### config.mk
export PLATFORM = sky130hd
export DESIGN_NAME = cmp_config_parser
export DESIGN_NICKNAME = d
export VERILOG_FILES = /design/src/rtl/cmp_config_parser.sv
export SDC_FILE = /design/constraint.sdc
export NUM_CORES = 1
export LEC_CHECK = 0
export BUFFER_PORTS_ARGS = -buffer_cell sky130_fd_sc_hd__clkbuf_2
export CORE_MARGIN = 2
export CORE_UTILIZATION = 63
export CTS_BUF_LIST = sky130_fd_sc_hd__clkbuf_8
export CTS_CLUSTER_DIAMETER = 120
export DETAILED_ROUTE_END_ITERATION = 8
export PLACE_DENSITY = 0.85
export RECOVER_POWER = 50
export REMOVE_ABC_BUFFERS = 1
export SKIP_LAST_GASP = 1
export SYNTH_ARGS = -nofsm -noshare
export SYNTH_HDL_FRONTEND = slang
export SYNTH_SLANG_ARGS = --single-unit
### constraint.sdc
create_clock -name CLK -period 6.2 [get_ports CLK]
set_clock_uncertainty 0.15 [all_clocks]
set_input_delay 0.62 -clock CLK [delete_from_list [all_inputs] [get_ports CLK]]
set_output_delay 0.62 -clock CLK [all_outputs]
set_load 0.01 [all_outputs]
### src/rtl/cmp_config_parser.sv
// rtl/cmp_config_parser.sv - comparator config packet parser; optional checksum via CMP_CONFIG_CHECKSUM_EN
`timescale 1ns/1ps
module cmp_config_parser #(
    parameter int HASH_NUM_MSB   = 8,
    parameter int HASH_COUNT_MSB = 8
) (
    input  logic                    CLK,
    input  logic                    RST,
    input  logic [7:0]              din,
    input  logic                    empty,
    output logic                    rd_en,
    input  logic                    cmp_busy,
    output logic [7:0]              cmp_din,
    output logic                    cmp_wr_en,
    output logic [HASH_NUM_MSB+2:0] cmp_wr_addr,
    output logic [HASH_COUNT_MSB:0] hash_count,
    output logic                    config_valid,
    output logic                    error
);

    localparam int NW = HASH_NUM_MSB + 1;
    localparam int AW = HASH_NUM_MSB + 3;
    localparam int CW = HASH_COUNT_MSB + 1;
    localparam logic [16:0] NMAX = 17'(1) << NW;

    localparam logic [2:0] S_HDR0  = 3'd0;
    localparam logic [2:0] S_HDR1  = 3'd1;
    localparam logic [2:0] S_WAIT  = 3'd2;
    localparam logic [2:0] S_DATA  = 3'd3;
    localparam logic [2:0] S_END   = 3'd4;
    localparam logic [2:0] S_ERROR = 3'd5;
`ifdef CMP_CONFIG_CHECKSUM_EN
    localparam logic [2:0] S_CSUM  = 3'd6;
`endif

    logic [2:0]    state;
    logic [7:0]    n_lo;
    logic [NW-1:0] n_m1;
    logic [AW-1:0] byte_cnt;
    logic          accepting;
    logic [16:0]   n_hdr;
    logic [NW-1:0] n_m1_next;
    logic          last_byte;
`ifdef CMP_CONFIG_CHECKSUM_EN
    logic [7:0]    csum;
`endif

    // Decide whether the current state consumes FIFO bytes and derive header/counter helpers
    always_comb begin
        accepting = 1'b0;
        case (state)
            S_HDR0, S_HDR1, S_DATA, S_END: accepting = 1'b1;
`ifdef CMP_CONFIG_CHECKSUM_EN
            S_CSUM:                        accepting = 1'b1;
`endif
            default:                       accepting = 1'b0;
        endcase
        rd_en     = accepting && !empty && !RST;
        n_hdr     = {1'b0, din, n_lo};
        n_m1_next = NW'(n_hdr - 17'd1);
        last_byte = (byte_cnt == {n_m1, 2'b11});
    end

    // Packet FSM, memory write pipeline and committed-configuration registers
    always_ff @(posedge CLK or posedge RST) begin
        if (RST) begin
            state        <= S_HDR0;
            n_lo         <= 8'h00;
            n_m1         <= '0;
            byte_cnt     <= '0;
            cmp_din      <= 8'h00;
            cmp_wr_en    <= 1'b0;
            cmp_wr_addr  <= '0;
            hash_count   <= '0;
            config_valid <= 1'b0;
            error        <= 1'b0;
`ifdef CMP_CONFIG_CHECKSUM_EN
            csum         <= 8'h00;
`endif
        end else begin
            cmp_wr_en <= 1'b0;
            case (state)
                S_HDR0: begin
                    if (rd_en) begin
                        n_lo  <= din;
                        state <= S_HDR1;
                    end
                end
                S_HDR1: begin
                    if (rd_en) begin
                        config_valid <= 1'b0;
                        if (n_hdr == 17'd0 || n_hdr > NMAX) begin
                            state <= S_ERROR;
                            error <= 1'b1;
                        end else begin
                            n_m1  <= n_m1_next;
                            state <= S_WAIT;
                        end
                    end
                end
                S_WAIT: begin
                    if (!cmp_busy) begin
                        byte_cnt <= '0;
`ifdef CMP_CONFIG_CHECKSUM_EN
                        csum     <= 8'h00;
`endif
                        state    <= S_DATA;
                    end
                end
                S_DATA: begin
                    if (rd_en) begin
                        cmp_wr_en   <= 1'b1;
                        cmp_din     <= din;
                        cmp_wr_addr <= byte_cnt;
`ifdef CMP_CONFIG_CHECKSUM_EN
                        csum        <= csum ^ din;
`endif
                        // Counter stops on the last byte so it never wraps back to 0
                        if (last_byte) begin
`ifdef CMP_CONFIG_CHECKSUM_EN
                            state <= S_CSUM;
`else
                            state <= S_END;
`endif
                        end else begin
                            byte_cnt <= byte_cnt + 1'b1;
                        end
                    end
                end
`ifdef CMP_CONFIG_CHECKSUM_EN
                S_CSUM: begin
                    if (rd_en) begin
                        if (din != csum) begin
                            state        <= S_ERROR;
                            error        <= 1'b1;
                            config_valid <= 1'b0;
                        end else begin
                            state <= S_END;
                        end
                    end
                end
`endif
                S_END: begin
                    if (rd_en) begin
                        if (din != 8'hCC) begin
                            state        <= S_ERROR;
                            error        <= 1'b1;
                            config_valid <= 1'b0;
                        end else begin
                            hash_count   <= CW'(n_m1);
                            config_valid <= 1'b1;
                            state        <= S_HDR0;
                        end
                    end
                end
                S_ERROR: begin
                    error        <= 1'b1;
                    config_valid <= 1'b0;
                end
                default: state <= S_HDR0;
            endcase
        end
    end

endmodule

Yosys cells after proc, flatten, opt, wreduce, memory -nomap -nowiden
Index checks and enable logic that the tools add are counted.
{"block": "totals", "register_bits": 62, "input_bits": 12, "out_inout_bits": 32, "wordCells": 75}
{"block": "classes", "add_sub_neg": 2, "order_cmp": 1, "eq_ne": 16, "mux": 25, "bitwise": 3, "n_reduce_logical": 18}
{"op": "$mux 11", "n": 3}
{"op": "$mux 3", "n": 8}
{"op": "$pmux 11 s2", "n": 1}
{"op": "$ne 2x2->1 const B", "n": 9}
{"op": "$pmux 3 s6", "n": 1}
{"op": "$logic_not 17->1", "n": 1}
{"op": "$gt 16x10->1 const B", "n": 1}
{"op": "$add 11x1->11 const B", "n": 1}
{"op": "$eq 11x11->1", "n": 1}
{"op": "$mux 1", "n": 10}
{"op": "$reduce_and 3->1", "n": 3}
{"op": "$sub 9x1->9 const B", "n": 1}
{"op": "$ne 8x8->1 const B", "n": 1}
{"op": "$reduce_and 7->1", "n": 1}
{"op": "$eq 3x2->1 const B", "n": 2}
{"op": "$eq 3x3->1 const B", "n": 2}
{"op": "$pmux 1 s3", "n": 2}
{"op": "$reduce_and 5->1", "n": 1}
{"op": "$reduce_and 2->1", "n": 2}
{"op": "$reduce_and 4->1", "n": 1}
{"op": "$reduce_or 4->1", "n": 1}
{"op": "$eq 3x1->1 const B", "n": 1}
{"op": "$logic_not 3->1", "n": 1}
{"op": "$not 1->1", "n": 3}
{"op": "5 further kinds", "n": 7}

Logic depth before layout (Yosys ltp)
Gate-level depths: netlist (run 1).
{"block": "logic_depth", "depth_word": 7, "ltp_mapped": 9, "ltp_nobuf": 7}

Worst setup path after synthesis (run 1)
Ideal clock, no wire load.
{"block": "synth_timing", "path_kind": "input-to-reg", "start": "input port din[2]", "end": "register n_m1[2]", "setup_ns": 0.125, "t_arrival_ns": 2.016, "t_required_ns": 5.925, "path_slack_ns": 3.909, "stages": 5, "path_buffers": 1, "path_cell_list": "or4_1 a211o_1 a21bo_2 buf_2 mux2_4"}
{"block": "synth_between", "elab_chain_len": 4, "elab_cells_between_ends": 5, "classes_between": "order compare: 1; bitwise: 1; reduce/logical: 3"}
{"item": "start, declared", "line": "9", "source": "input logic [7:0] din,"}
{"item": "$gt 16x10->1 or $logic_not 17->1 (tied branches)", "line": "92", "source": "if (n_hdr == 17'd0 || n_hdr > NMAX) begin"}
{"item": "$logic_or 1x1->1 (*)", "line": "92"}
{"item": "$not 1->1 (no source line) (*)"}
{"item": "$reduce_and 3->1 (no source line) (*)"}
{"item": "end signal, assigned", "line": "96", "source": "n_m1 <= n_m1_next;"}
{"item": "end, declared", "line": "38", "source": "logic [NW-1:0] n_m1;"}
Every way passes the cells marked *; elsewhere a longest branch is shown, timed or not.
A chain may end at the register's enable or synchronous reset.

==> flow_summary.ini, run 1 <==
[setup_path]
path_class = input pin to async pin
rr_startpoint = state[2]
cp_data_arrival_time_ps = 3030
worst_setup_path_end_kind = async pin
rr_endpoint = byte_cnt[4]
r2r_slack_ps = 3340
setup.worst_path.end = cmp_wr_addr[9]
rr_worst_depth = 5
critPathLaunch = RST
critPathRequiredTime_ps = 6060
start_kind = input pin
path_max_fanout = 43

[timing]
finalSetupTns_ps = 0
hold_viol_final = 0
tightest_slew_ps = 2200
rsz0062_at_grt = false
whs_ps = 323
timing.slew.headroom = -0.466
period_share = 0.511
drv_slew = 44
fmaxAchievable_ghz = 0.316
fin_crit_ps = 3170
setup_viol = 0

[grt]
grt-ovfl-total = 0
grt_pass1_wl_um = 10300
grt_pass1_vias = 2211
antenna_found_initial = 0
track_usage = 0.261
grt_max_degree = 44

[status]
outcome = finished with violations
violations = max-capacitance violations, max-slew violations

[synthesis]
synth_cells = 294
syn_area_sq_um = 2960
async_flop_share = 1.00
synthFlopType = dfrtp_1
synth_area_leaders = dfrtp_1 (52%), nand2_1 (10%), mux2_2 (6.9%), xnor2_1 (3.6%), o21ai_0 (1.9%)
synth_edf_count = 0
synth_top_area_cell = dfrtp_1
syn-mean-instance-area_sq_um = 10.1
synth.yosys.warnings = 0
ys_ff_latch = 62
yosysSeqAreaShare = 0.525
yosysTopAreaCellShare = 0.525
yosysUniqueCellTypes = 46
synth_most_common_cell = nand2_1
netlist_top_cells_count = nand2_1 (82), dfrtp_1 (62), mux2_2 (18)

[pwr]
p_sw_mw = 0.302
ir_drop_uv = 215
leakage_nw = 1.69
power.density_nw_per_um2 = 316
power.total_mw = 1.08
combPwrFrac = 0.144
p_clk_frac = 0.406
p_sw_frac = 0.279
internal_power_mw = 0.780
p_seq_frac = 0.451

[clock_tree]
clkLatencyLatePin_ps = 350
cts.sinks = 62
root_buffer = clkbuf_8
ctsResizeCount = 0
cts_setup_buffers = 0
cts_buffers = 9
htree_num_levels = 3
hold_buffers = 0
path_clk_slew_ps = 70
cts_tree = built
clock_path_buffers = 2

[route]
wirelength_um = 6250
drtAntennaViolNets = 0
wl_per_cell_um = 15.8
first_iter_violations = 192
via_count = 2350
drt_first_pass_iters = 4
viasPerCell = 5.95
drc = 0

[floorplanning]
start_util = 0.666
core_area_sq_um = 4440
fp.dieW_um = 72.5
die_height_um = 72.5
rows = 24
pin_count = 44
die_area_sq_um = 5260

[worst_hold_path]
hp-class = flop to flop

[finish]
regArea_sq_um = 1550
design_area_sq_um = 3420
drive_gt1_frac = 0.201
fin_cells = 395
fill_cells = 304
multi_input_area_sq_um = 1340
nNetsFinal = 353
diodes = 0
area_growth_syn_to_layout_pct = 15.7

[placement]
dp_cells = 379
gp_congestion = 0.827
placed_cell_area_sq_um = 3200
dp_hpwl_um = 4170
numPortBuffers = 43

[flow_run]
max_cap_violations = 1
[layer usage]
layer / track usage / share of wire / vias to the layer above
li1: - / - / 1104
met1: 0.321 / 0.42 / 1131
met2: 0.413 / 0.50 / 91
met3: 0.0542 / 0.048 / 24
met4: 0.177 / 0.036 / 0
met5: 0 / 0 / -
[power groups by stage]
stage	Sequential (mW)	Clock [mW]	Combinational, mW
after floorplan	0.481	0	0.118
after CTS	0.486	0.440	0.155
final	0.488	0.439	0.156
after global routing	0.493	0.452	0.174
after global placement	0.492	0	0.143
after detailed placement	0.494	0	0.150
[metrics by stage]
| stage | setup slack [ps] | util |
|---|---|---|
| CTS | 3380 | 0.775 |
| global placement | 3310 | 0.720 |
| floorplan | 3860 | - |
| global route | 2350 | 0.770 |
| detailed placement | 3230 | 0.720 |
| finish | 3030 | 0.770 |
[cells by family (layout without fill, tap and decap cells)]
logic type / count (synthesis) / after routing / share of synthesized area
AO/OA/AOI/OAI: 36 / 36 / 0.0825
XOR/XNOR: 16 / 16 / 0.0474
adder cells (fa/ha/maj): 3 / 3 / 0.0127
buffers and inverters: 16 / 65 / 0.0220
flip-flops: 62 / 62 / 0.525
multiplexers: 20 / 20 / 0.0770
AND/OR/NAND/NOR: 141 / 141 / 0.234
[layout make-up]
type	count	area share
clock buffers	9	0.0362
clock inverters	7	0.0358
inverters	5	0.00549
multi-input cells	216	0.392
flip-flops and latches	62	0.454
well taps	52	0.0190
repair buffers	44	0.0578
[state kept, by name (all words and copies together), names as in the netlist]
| name | cells |
|---|---|
| cmp_wr_en | 1 |
| byte_cnt | 11 |
| error | 1 |
| config_valid | 1 |
| n_m1 | 9 |
| cmp_din | 8 |
| state | 3 |
| cmp_wr_addr | 11 |
| n_lo | 8 |
| hash_count | 9 |
[critical path: stages]
cell and delay (ps):
clkbuf_1 160, inv_1 600, clkbuf_1 1640
[how the worst min path moves through the flow]
| stage | startpoint | end | cells after the start |
|---|---|---|---|
| 4_1_cts | RST | cmp_din[1] | 2 |
| 3_3_place_gp | cmp_wr_addr[1] | cmp_wr_addr[1] | 2 |
| 3_5_place_dp | cmp_din[1] | cmp_din[1] | 2 |
| 5_1_grt | cmp_wr_addr[8] | cmp_wr_addr[8] | 2 |
| 2_1_floorplan | n_lo[0] | n_m1[0] | 1 |
| 6_report | cmp_wr_addr[1] | cmp_wr_addr[1] | 2 |
[placed cells by master (no fill, tap or decap), types with 3 or more instances in the layout]
master	netlist	final
a211o_1	4	4
a21oi_1	5	5
and2_1	3	3
and3_1	4	4
bufinv_16	0	3
clkbuf_1	7	18
clkbuf_2	0	26
clkbuf_8	0	9
dfrtp_1	62	62
ha_1	3	3
inv_1	5	5
mux2_2	18	18
nand2_1	82	82
nand2b_1	4	4
nand3_1	6	6
nand4_1	4	4
nor2_1	11	11
nor3_1	4	4
nor4_1	7	7
o21ai_0	11	11
or3_1	4	4
or4_1	3	3
xnor2_1	12	12
xor2_1	4	4
Power figures use the tool's default switching activity.
==> run 2: changes to the inputs <==
ABC_AREA = 1   (was default)
CORE_UTILIZATION = 60   (was 63)
PLACE_DENSITY = 0.8   (was 0.85)
clock period = 3.11 ns   (was 6.2 ns; I/O delays follow)
==> flow_summary.ini, run 2 <==
[synthesis]
async_flop_share = 1.00
synth_top_area_cell = dfrtp_1
yosysTopAreaCellShare = 0.453
yosysSeqAreaShare = 0.453
ys_ff_latch = 62
synth_area_leaders = dfrtp_1 (45%), nand2_1 (17%), nor2_1 (4.8%), inv_1 (4.3%), o21ai_2 (4.1%)
syn_area_sq_um = 3430
synthFlopType = dfrtp_1
synth.yosys.warnings = 0
synth_edf_count = 0
synth_cells = 444
netlist_top_cells_count = nand2_1 (157), dfrtp_1 (62), nor2_1 (44)
syn-mean-instance-area_sq_um = 7.72
yosysUniqueCellTypes = 33
synth_most_common_cell = nand2_1

[grt]
grt_pass1_vias = 2687
grt_pass1_wl_um = 12300
grt-ovfl-total = 0
grt_max_degree = 53
track_usage = 0.252
antenna_found_initial = 0

[floorplanning]
pin_count = 44
rows = 27
die_area_sq_um = 6330
core_area_sq_um = 5510
fp.dieW_um = 79.6
die_height_um = 79.6
start_util = 0.622

[setup_path]
critPathRequiredTime_ps = 2650
worst_setup_path_end_kind = output port
path_max_fanout = 8
cp_data_arrival_time_ps = 1550
start_kind = flop
path_class = flop to output port

[timing]
tightest_slew_ps = 1940
fmaxAchievable_ghz = 0.497
timing.slew.headroom = -0.295
finalSetupTns_ps = 0
period_share = 0.648
rsz0062_at_grt = false
whs_ps = 69.0
fin_crit_ps = 2010
setup_viol = 0
drv_slew = 53
hold_viol_final = 0

[route]
viasPerCell = 5.28
drt_first_pass_iters = 4
drc = 0
via_count = 2961
first_iter_violations = 219
wirelength_um = 7260
wl_per_cell_um = 12.9
drtAntennaViolNets = 0

[status]
outcome = finished with violations
violations = max-capacitance violations, max-slew violations

[pwr]
ir_drop_uv = 293
leakage_nw = 1.95
power.density_nw_per_um2 = 474

[finish]
area_growth_syn_to_layout_pct = 9.82
diodes = 0
nNetsFinal = 500
fin_cells = 561
layout_commonest_cell = nand2_1
top_regs = byte_cnt: 11 flops, cmp_wr_addr: 11 flops
layout_common_cells = nand2_1 (157), dfrtp_1 (62), nor2_1 (44), inv_1 (42), clkbuf_1 (28)
drive_gt1_frac = 0.145

[flow_run]
max_cap_violations = 1

[placement]
gp_congestion = 0.886
dp_cells = 546
dp_hpwl_um = 5260
numPortBuffers = 43

[clock_tree]
cts_tree = built
clkLatencyLatePin_ps = 340
htree_num_levels = 3
path_clk_slew_ps = 70
cts_setup_buffers = 0
root_buffer = clkbuf_8
cts.sinks = 62
ctsResizeCount = 0
hold_buffers = 0
cts_buffers = 9
clock_path_buffers = 2

[worst_hold_path]
hp-class = input pin to flop
[run 2: cell types whose count changed in the layout (fill, tap and decap cells not counted), sizes merged, moves of 9 or more]
cell / before / now
nor2: 11 / 50
mux2: 19 / 0
o21ai: 13 / 49
nand2: 82 / 161
inv: 5 / 53
xnor2: 12 / 3
nand4: 5 / 22
[run 2: through the flow]
step | utilization | area (sq um) | power (mW) | setup WS [ps]
6_report | 0.683 | 3760 | 1.78 | 1100
3_3_place_gp | 0.659 | 3630 | 1.18 | 1300
2_1_floorplan | - | 3320 | 1.10 | 1110
5_1_grt | 0.683 | 3760 | 1.86 | 815
3_5_place_dp | 0.659 | 3630 | 1.19 | 1220
4_1_cts | 0.690 | 3800 | 1.80 | 1080
[run 2: worst paths after layout]
check                         start              to  slack, ps  cells past startpoint
min                          din[5]         n_lo[5]         70                      3
min reg2reg                   error           error        310                      1
min in group asynchronous       RST       cmp_wr_en        450                      2
max in group asynchronous       RST  cmp_wr_addr[3]       1250                      2
max reg2reg                state[1]     byte_cnt[4]       1180                      5
max                        state[0]           rd_en       1100                      5
[run 2: per-layer routing]
metal | global-route usage | routed length [um]
met5 | 0 | 0
met4 | 0.122 | 151
met3 | 0.0430 | 405
met1 | 0.339 | 3310
met2 | 0.395 | 3390
[run 2: cells by family (layout without fill, tap and decap cells)]
| group | after synthesis | after routing | share of synthesized area |
|---|---|---|---|
| and+or+nand+nor | 253 | 253 | 0.330 |
| AOI/OAI and AO/OA | 54 | 54 | 0.0989 |
| adders and majority gates | 3 | 3 | 0.0110 |
| DFF | 62 | 62 | 0.453 |
| xor gates and xnor gates | 8 | 8 | 0.0204 |
| buffers and inverters | 64 | 109 | 0.0873 |
[run 2: critical path, cell delays in order, from the launching register on]
cell	delay, ps
dfrtp_1	530
nand2_1	160
o21ai_2	120
nand2_4	150
inv_4	110
clkbuf_2	130
[run 2: area by class of cell]
type,instances,area [sq um]
timing repair buffer,44,188
tap,72,90.1
inverter,50,190
sequential,62,1550
multi-input combinational,318,1580
clock buffer,11,151
fill,496,1740
clock inverter,4,16.3
[run 2: power breakdown]
group	switching, mW	total, mW	internal (mW)
registers	0.0677	0.929	0.861
logic	0.153	0.241	0.0881
clock network	0.294	0.612	0.318
